$ cat src/rtl/byte_serial_add_ctrl_if.sv
// Handshake bundle for byte_serial_add_ctrl: an operand request channel and a result channel,
// each with valid/ready. The producer/consumer side uses master; the sequencer uses slave.
interface byte_serial_add_ctrl_if #(
  parameter int WORDS = 4
);
  localparam int W = 8 * WORDS;

  logic         in_valid;
  logic         in_ready;
  logic [W-1:0] a;
  logic [W-1:0] b;
  logic         ci;
  logic         sub;

  logic         out_valid;
  logic         out_ready;
  logic [W-1:0] sum;
  logic         co;
  logic         ovf;

  modport master (
    output in_valid, a, b, ci, sub, out_ready,
    input  in_ready, out_valid, sum, co, ovf
  );

  modport slave (
    input  in_valid, a, b, ci, sub, out_ready,
    output in_ready, out_valid, sum, co, ovf
  );
endinterface

$ cat src/rtl/byte_serial_add_ctrl.sv
// Byte-serial WORDS x 8-bit add/subtract: one carry-select byte adder is reused LSB-first,
// with the inter-slice carry held in a register. Result held under valid/ready backpressure.

// 8-bit carry-select adder: the low nibble ripples, the high nibble is computed for both
// possible carries and the low nibble's carry picks the right one.
module select_adder8 (
  output logic [7:0] s,
  output logic       co,
  input  logic [7:0] a,
  input  logic [7:0] b,
  input  logic       ci
);
  logic [4:0] lo;
  logic [4:0] hi0;
  logic [4:0] hi1;

  always_comb begin
    lo  = {1'b0, a[3:0]} + {1'b0, b[3:0]} + {4'b0, ci};
    hi0 = {1'b0, a[7:4]} + {1'b0, b[7:4]};
    hi1 = {1'b0, a[7:4]} + {1'b0, b[7:4]} + 5'd1;
  end

  assign s[3:0] = lo[3:0];
  assign s[7:4] = lo[4] ? hi1[3:0] : hi0[3:0];
  assign co     = lo[4] ? hi1[4]   : hi0[4];
endmodule

module byte_serial_add_ctrl #(
  parameter int WORDS = 4
) (
  input  logic                  clk,
  input  logic                  rst,
  byte_serial_add_ctrl_if.slave bus
);
  localparam int W     = 8 * WORDS;
  localparam int IDX_W = (WORDS > 1) ? $clog2(WORDS) : 1;
  localparam logic [IDX_W-1:0] LAST_IDX = IDX_W'(WORDS - 1);

  typedef enum logic [1:0] {
    IDLE = 2'd0,
    RUN  = 2'd1,
    DONE = 2'd2
  } state_t;

  state_t           state_q;
  state_t           state_d;
  logic [IDX_W-1:0] idx_q;
  logic             carry_q;

  logic [W-1:0]     a_sh;
  logic [W-1:0]     b_sh;
  logic             a_msb;
  logic             beff_msb;

  logic [W-1:0]     sum_q;
  logic             co_q;
  logic             ovf_q;

  logic [7:0]       slice_s;
  logic             slice_co;

  logic             accept;
  logic             step;
  logic             last;

  select_adder8 u_adder (
    .s  (slice_s),
    .co (slice_co),
    .a  (a_sh[7:0]),
    .b  (b_sh[7:0]),
    .ci (carry_q)
  );

  // in_ready is gated by rst so an upstream producer never sees a handshake during reset.
  assign bus.in_ready  = (state_q == IDLE) && !rst;
  assign bus.out_valid = (state_q == DONE);
  assign bus.sum       = sum_q;
  assign bus.co        = co_q;
  assign bus.ovf       = ovf_q;

  assign accept = bus.in_valid && bus.in_ready;
  assign step   = (state_q == RUN);
  assign last   = step && (idx_q == LAST_IDX);

  // NOTE: every signal assigned in always_comb gets a default first so no path leaves it
  // unassigned; otherwise synthesis infers a latch to hold the old value.
  always_comb begin
    state_d = state_q;
    unique case (state_q)
      IDLE: if (accept) state_d = RUN;
      RUN:  if (last) state_d = DONE;
      DONE: if (bus.out_ready) state_d = IDLE;
      default: state_d = IDLE;
    endcase
  end

  // NOTE: sequential state uses non-blocking assignments so every register samples the
  // pre-edge values of the others; blocking here would create order-dependent behaviour.
  always_ff @(posedge clk or posedge rst) begin
    if (rst) begin
      state_q <= IDLE;
      idx_q   <= '0;
      carry_q <= 1'b0;
      sum_q   <= '0;
      co_q    <= 1'b0;
      ovf_q   <= 1'b0;
    end else begin
      state_q <= state_d;
      if (accept) begin
        idx_q   <= '0;
        carry_q <= bus.sub ? 1'b1 : bus.ci;
      end else if (step) begin
        idx_q   <= idx_q + 1'b1;
        carry_q <= slice_co;
        sum_q   <= {slice_s, sum_q[W-1:8]};
        if (last) begin
          co_q  <= slice_co;
          ovf_q <= (a_msb == beff_msb) && (slice_s[7] != a_msb);
        end
      end
    end
  end

  // NOTE: the operand shift registers are pure datapath, always loaded before use, so they
  // carry no reset; keeping them out of the reset block also avoids a reset-as-enable mux.
  always_ff @(posedge clk) begin
    if (accept) begin
      a_sh     <= bus.a;
      b_sh     <= bus.sub ? ~bus.b : bus.b;
      a_msb    <= bus.a[W-1];
      beff_msb <= bus.sub ? ~bus.b[W-1] : bus.b[W-1];
    end else if (step) begin
      a_sh <= {8'h00, a_sh[W-1:8]};
      b_sh <= {8'h00, b_sh[W-1:8]};
    end
  end
endmodule

$ cat src/flat_wrapper.sv
// flat-port wrapper written by rule: the top's interface ports become plain ports
module byte_serial_add_ctrl_flat 
#(
  parameter int WORDS = 4
)
  (clk, rst, bus_in_valid, bus_a, bus_b, bus_ci, bus_sub, bus_out_ready, bus_in_ready, bus_out_valid, bus_sum, bus_co, bus_ovf);
  byte_serial_add_ctrl_if #(.WORDS(WORDS)) bus_i ();
  input  logic clk;
  input  logic rst;
  input wire logic [$bits(bus_i.in_valid)-1:0] bus_in_valid;
  input wire logic [$bits(bus_i.a)-1:0] bus_a;
  input wire logic [$bits(bus_i.b)-1:0] bus_b;
  input wire logic [$bits(bus_i.ci)-1:0] bus_ci;
  input wire logic [$bits(bus_i.sub)-1:0] bus_sub;
  input wire logic [$bits(bus_i.out_ready)-1:0] bus_out_ready;
  output wire logic [$bits(bus_i.in_ready)-1:0] bus_in_ready;
  output wire logic [$bits(bus_i.out_valid)-1:0] bus_out_valid;
  output wire logic [$bits(bus_i.sum)-1:0] bus_sum;
  output wire logic [$bits(bus_i.co)-1:0] bus_co;
  output wire logic [$bits(bus_i.ovf)-1:0] bus_ovf;
  assign bus_i.in_valid = bus_in_valid;
  assign bus_i.a = bus_a;
  assign bus_i.b = bus_b;
  assign bus_i.ci = bus_ci;
  assign bus_i.sub = bus_sub;
  assign bus_i.out_ready = bus_out_ready;
  assign bus_in_ready = bus_i.in_ready;
  assign bus_out_valid = bus_i.out_valid;
  assign bus_sum = bus_i.sum;
  assign bus_co = bus_i.co;
  assign bus_ovf = bus_i.ovf;
  byte_serial_add_ctrl #(.WORDS(WORDS)) u_core (.clk(clk), .rst(rst), .bus(bus_i));
endmodule
$ cat config.mk
export PLATFORM = sky130hd
export DESIGN_NAME = byte_serial_add_ctrl_flat
export DESIGN_NICKNAME = d
export VERILOG_FILES = /design/src/rtl/byte_serial_add_ctrl_if.sv /design/src/rtl/byte_serial_add_ctrl.sv /design/src/flat_wrapper.sv
export SDC_FILE = /design/constraint.sdc
export NUM_CORES = 1
export LEC_CHECK = 0
export BUFFER_PORTS_ARGS = -buffer_cell sky130_fd_sc_hd__buf_2
export CAP_MARGIN = 20
export CORE_MARGIN = 2
export CORE_UTILIZATION = 49
export CTS_CLUSTER_DIAMETER = 60
export DETAILED_ROUTE_END_ITERATION = 8
export PLACE_DENSITY = 0.87
export SYNTH_ARGS = -nofsm -noshare
export SYNTH_HDL_FRONTEND = slang
export SYNTH_HIERARCHICAL = 1
export SYNTH_SLANG_ARGS = --single-unit
export TNS_END_PERCENT = 50
$ cat constraint.sdc
create_clock -name clk -period 2.7 [get_ports clk]
set_clock_uncertainty 0.15 [all_clocks]
set_input_delay 0.27 -clock clk [delete_from_list [all_inputs] [get_ports clk]]
set_output_delay 0.27 -clock clk [all_outputs]
set_load 0.02 [all_outputs]
# After elaboration in Yosys (flattened, before gate mapping)
# Cells that the tools add are included.
# totals
output_inout_bits	36
wordCells	53
input_bits	70
ff_bits	105
# classes
muxes	17
eq_ne	8
add_sub_neg	5
reduce_logical	10
bitwise	3
# ops
operator	n
two-way mux 32 bit	5
NOT 32 bit	1
adder 4 x 4 -> 5 bit	2
two-way mux 2 bit	5
one-hot mux 2 bit (3 select lines)	1
AND reduction 3 bit	2
adder 5 x 1 -> 5 bit	1
adder 5 x 1 -> 5 bit, second input constant	1
two-way mux 1 bit	5
equality test 2 bit, second input constant	2
logical AND 1 bit	4
two-way mux 4 bit	1
!= test 2 bit, second input constant	2
adder 2 x 1 -> 2 bit, second input constant	1
equality test 2 x 1 -> 1 bit, second input constant	1
logical NOT 2 bit	1
!= test 2 x 1 -> 1 bit, second input constant	1
NOT 1 bit	2
AND reduction 2 bit	1
nonzero test 2 bit	1
equality test 1 bit	1
logical NOT 1 bit	1
!= test 1 bit	1

# Logic depth before layout (Yosys ltp)
# logic_depth
ltp_word	5
ltp_mapped	10
depth_no_buf	10

# Modules after synthesis
# The synthesis kept the hierarchy.
# modules_own_cells
module	cells_per_inst	instances	area_per_inst_um2
byte_serial_add_ctrl	369	1	4595.7
select_adder8	47	1	381.6

# Worst setup path after synthesis
# OpenSTA, ideal clock, no wires.
# synth_timing
path_kind	register to register
start	register u_core.state_q[1]
end	register u_core.a_sh[0], enable pin
path_stages_with_launch	5
setup_slack_ps	-337
path_buffers	1
arrival_time_ps	2463
setup_time_ps	424
cell_sequence	dfrtp_1 -> nor3_2 -> nand2_1 -> buf_2 -> nand2_1
# synth_via
elab_chain_cells	4
# synth_rtl
item	line_no	source
from (decl)	byte_serial_add_ctrl.sv:45	state_t state_q;
from (signal assigned)	byte_serial_add_ctrl.sv:108	state_q <= state_d;
logical NOT 2 bit	byte_serial_add_ctrl.sv:75	assign bus.in_ready = (state_q == IDLE) && !rst;
logical AND 1 bit	byte_serial_add_ctrl.sv:75	
named net bus_in_ready	flat_wrapper.sv:16	output wire logic [$bits(bus_i.in_ready)-1:0] bus_in_ready;
logical AND 1 bit	byte_serial_add_ctrl.sv:81	assign accept = bus.in_valid && bus.in_ready;
nonzero test 2 bit (no source line)	-	
to (signal assigned)	byte_serial_add_ctrl.sv:128	a_sh <= bus.a;
to (signal assigned)	byte_serial_add_ctrl.sv:133	a_sh <= {8'h00, a_sh[W-1:8]};
to (decl)	byte_serial_add_ctrl.sv:50	logic [W-1:0] a_sh;
# The timed path passes the listed nets, and every way through them passes these cells.
# A chain may end at the register's enable or synchronous reset.

# Worst setup path after layout
# layout_timing
start	register u_core.a_sh[0]
end	register u_core.co_q (netlist: u_core/bus.co)
# layout_via
elab_chain_cells	3
# layout_rtl
item	line_no	source
adder 4 x 4 -> 5 bit	byte_serial_add_ctrl.sv:18	lo = {1'b0, a[3:0]} + {1'b0, b[3:0]} + {4'b0, ci};
adder 5 x 1 -> 5 bit	byte_serial_add_ctrl.sv:18	
two-way mux 1 bit	byte_serial_add_ctrl.sv:25	assign co = lo[4] ? hi1[4] : hi0[4];
named net u_core.slice_co	byte_serial_add_ctrl.sv:60	logic slice_co;
to (signal assigned)	byte_serial_add_ctrl.sv:117	co_q <= slice_co;
to (decl)	byte_serial_add_ctrl.sv:56	logic co_q;
# The timed path passes the listed nets, and every way through them passes these cells.

==> parameters.txt <==
Parameter                              Value

Route
  Via count normalized by instance count    4.738
  Total number of vias    roughly 3100
  Antenna violation net count after detailed routing    0
  Met2 WL post-DR    between 4000 and 5000 um
  Highest metal layer with signal wires    met4
  Routed wire length per instance    13.03 um
  Metal3 WL    413 um
  Total iterations of the first detailed-routing run    4
  Routed WL    between 8000 and 9000 um
  Number of design rule violations left after detail routing    0
  Metal-1 WL    3748 um
  Detailed Route Iter0 Violations    130

Cells and area
  FF/Latch Area    slightly below 3000 um2
  Layout overhead on the synthesized area    16.92%
  Layout Nets    approximately 600
  Fill cells    823
  Highest-count cells in the layout ignoring fill and taps    sky130_fd_sc_hd__buf_2, sky130_fd_sc_hd__nand2_1, sky130_fd_sc_hd__edfxtp_1
  Number of standard cells in the layout, taps in and fillers out    660
  Most frequent standard cell in the layout excluding fill and tap cells    sky130_fd_sc_hd__buf_2
  Final core utilization    between 50 and 60%
  Area used by multi-input combinational logic    1818 um2
  Layout cells sized above 1    35.86%
  Count of inserted antenna diode cells    0

Critical path
  Data required, critical path    2.79 ns
  Reg2Reg Setup Slack    ~0.17 ns
  Kind of critical path    flop to flop
  Count of buffer and inverter cells on the critical path    1
  Cell class contributing the biggest share of worst-path delay    adder cells
  Ordered cell list for the critical path    inv_1 -> fa_1 -> fa_2 -> nor2b_1 -> o21ai_2 -> a2111oi_2 -> xnor2_1 -> mux2_2
  Worst Setup End Kind    flop
  Worst setup SP type    flop
  Worst endpoint data arrival time    around 2.6 ns
  Slowest CP cell    sky130_fd_sc_hd__fa_1
  Worst Path Max Fanout    4
  CP peak stage delay    between 0.4 and 0.5 ns

Global route
  Antenna violations before repair    0
  Wire length of the first global-routing pass    14370 um
  GRT overflow    0
  Via count of the first global-routing pass    3139
  Tot GR Track Use    between 10% and 20%
  Pin count of the biggest net entering global routing    between 60 and 70

Floorplanning
  DIE AREA    around 11000 um2
  DIE WIDTH    approximately 100 um
  I/O pin total    roughly 110
  Die Y-Extent    between 100 and 150 um
  Core Box Area    9819 um2
  Number of placement rows    36
  Effective utilization at floorplan    50.69%

STA
  Max Transition Viols Final    0
  Final Hold Viols    0
  Final sum of negative setup slack    0 ns
  Normalized max-slew margin    about 65%
  Worst Max-Slew Pin Slew    a little over 0.5 ns
  Unrepaired setup endpoints after global routing    no
  Maximum clock rate    just under 400 MHz
  Time the worst path needs with I/O delays and setup    approximately 2.5 ns
  Final Setup Violations    0
  Crit share post-route    a little over nine tenths

Clock network
  Skew-Pair Late Insertion Delay    between 0.3 and 0.4 ns
  CTS Sinks    roughly 110
  Depth of the CTS H-tree    3
  Total clock buffers created by CTS    9
  Root Buffer    sky130_fd_sc_hd__clkbuf_8
  Setup bufs post-CTS    0
  CTS tree    done
  Clock-pin slew of the registers on the worst-case setup and hold paths    0.10 ns
  Maximum root-to-sink buffer count    2

Yosys
  Cell count after synthesis    416
  Mean instance size in the synthesized netlist    approximately 12 um2
  Area of the mapped netlist    4977 um2
  Synth Register Bits    about 110
  Count of different cell masters after synthesis    32
  Post-synthesis net count    about 500
  Sequential share of the synthesized area    about three fifths
  Yosys warns    6

Power and ir drop
  Power density normalized to cell area    around 1200 nW/um2
  Maximum ir drop on the vdd rail    just under 500 uV
  Leakage    2.597 nW
  Power after layout    between 7 and 8 mW

Placement
  HPWL after detailed placement    around 6200 um
  Number of input and output port buffers inserted    105
  Routability-driven placement congestion ratio    roughly 0.80
  DP Cell Count    641

Run
  Max-cap violations    0

Min path
  Worst min-delay path category    primary input to flop

Status
  Status    finished, final reports clean
==> layer usage <==
layer,track usage (%),vias to the layer above
li1,-,1590
met1,20.91,1437
met2,27.27,85
met3,3.244,15
met4,6.095,0
met5,0,-
==> final timing paths <==
path | from | endpoint | cells past startpoint
worst max-delay path | u_core/a_sh[0] | u_core/bus.co | 8
worst min-delay path | bus_a[26] | u_core/a_sh[26] | 2
worst max register to register | u_core/a_sh[0] | u_core/bus.co | 8
worst min register to register | u_core/bus.sum[2] | u_core/bus.sum[2] | 2
max in group asynchronous | rst | u_core/bus.sum[1] | 4
min in group asynchronous | rst | u_core/state_q[0] | 4
==> stage by stage <==
| step | hold slack [ns] | setup WS [ns] | instance area, um2 |
|---|---|---|---|
| after floorplan | 0.2189 | 0.2375 | 4980 |
| after global placement | 0.2706 | 0.1687 | 5577 |
| after detailed placement | 0.2777 | 0.04215 | 5577 |
| after CTS | 0.01440 | 0.03731 | 5792 |
| after global routing | 0.02040 | 0.05526 | 5819 |
| final | 0.03289 | 0.1699 | 5819 |
==> timing repair <==
action / CTS / global route
resized for setup: 0 / 4
hold buffers: 2 / 1
setup endpoints to repair: 0 / 3
hold endpoints to repair: 40 / 1
==> synth_stat cells (all sizes together) <==
library cell	n	area share [%]
buf	22	3.6
or2	1	0.13
nor2b	3	0.38
a21boi	1	0.15
nor3	1	0.20
xnor2	36	6.3
a2111oi	1	0.30
and2	9	1.1
fa	3	1.2
nand2	104	7.8
ha	9	2.3
mux2	27	6.1
inv	12	0.90
and3	1	0.13
nand3	2	0.20
nor2	35	2.6
a21oi	30	4.8
edfxtp	66	40
mux2i	2	0.40
a21o	1	0.15
xor2	4	0.85
dfrtp	39	20
o21ai	3	0.30
nand2b	3	0.38
nand3b	1	0.15
==> layout make-up <==
cell class              count  area share [%]
clock buffers              11           2.258
clock inverters             5           1.097
inverters                  12          0.7955
multi-input cells         277           31.24
flip-flops and latches    105           50.83
well taps                 133           2.860
repair buffers            117           10.92
==> flip-flops by register name (all words and copies together), names as in the netlist <==
register,cells
u_core/carry_q,1
u_core/beff_msb,1
u_core/b_sh,32
u_core/state_q,2
u_core/bus.co,1
u_core/a_sh,32
u_core/bus.sum,32
u_core/bus.ovf,1
u_core/a_msb,1
u_core/idx_q,2
==> report_power, final <==
| group | internal [mW] | total (mW) | switching, mW |
|---|---|---|---|
| combinational | 1.27 | 3.17 | 1.90 |
| sequential | 2.75 | 3.08 | 0.330 |
| clock | 0.439 | 0.962 | 0.524 |
==> worst reg2reg max path: stages (launching register included) <==
cell and delay, ns:
sky130_fd_sc_hd__edfxtp_1 0.34, sky130_fd_sc_hd__inv_1 0.06, sky130_fd_sc_hd__fa_1 0.45, sky130_fd_sc_hd__fa_2 0.36, sky130_fd_sc_hd__nor2b_1 0.16, sky130_fd_sc_hd__o21ai_2 0.11
sky130_fd_sc_hd__a2111oi_2 0.39, sky130_fd_sc_hd__xnor2_1 0.14, sky130_fd_sc_hd__mux2_2 0.27
==> cells by family after synthesis <==
kind of cell | synth area share [%]
and+or+nand+nor | 13.17
xor gates and xnor gates | 7.190
muxes | 6.511
DFF | 59.43
adders and majority gates | 3.469
AOI/OAI and AO/OA | 5.731
buffers and inverters | 4.500
(Power assumes the default switching activity.)
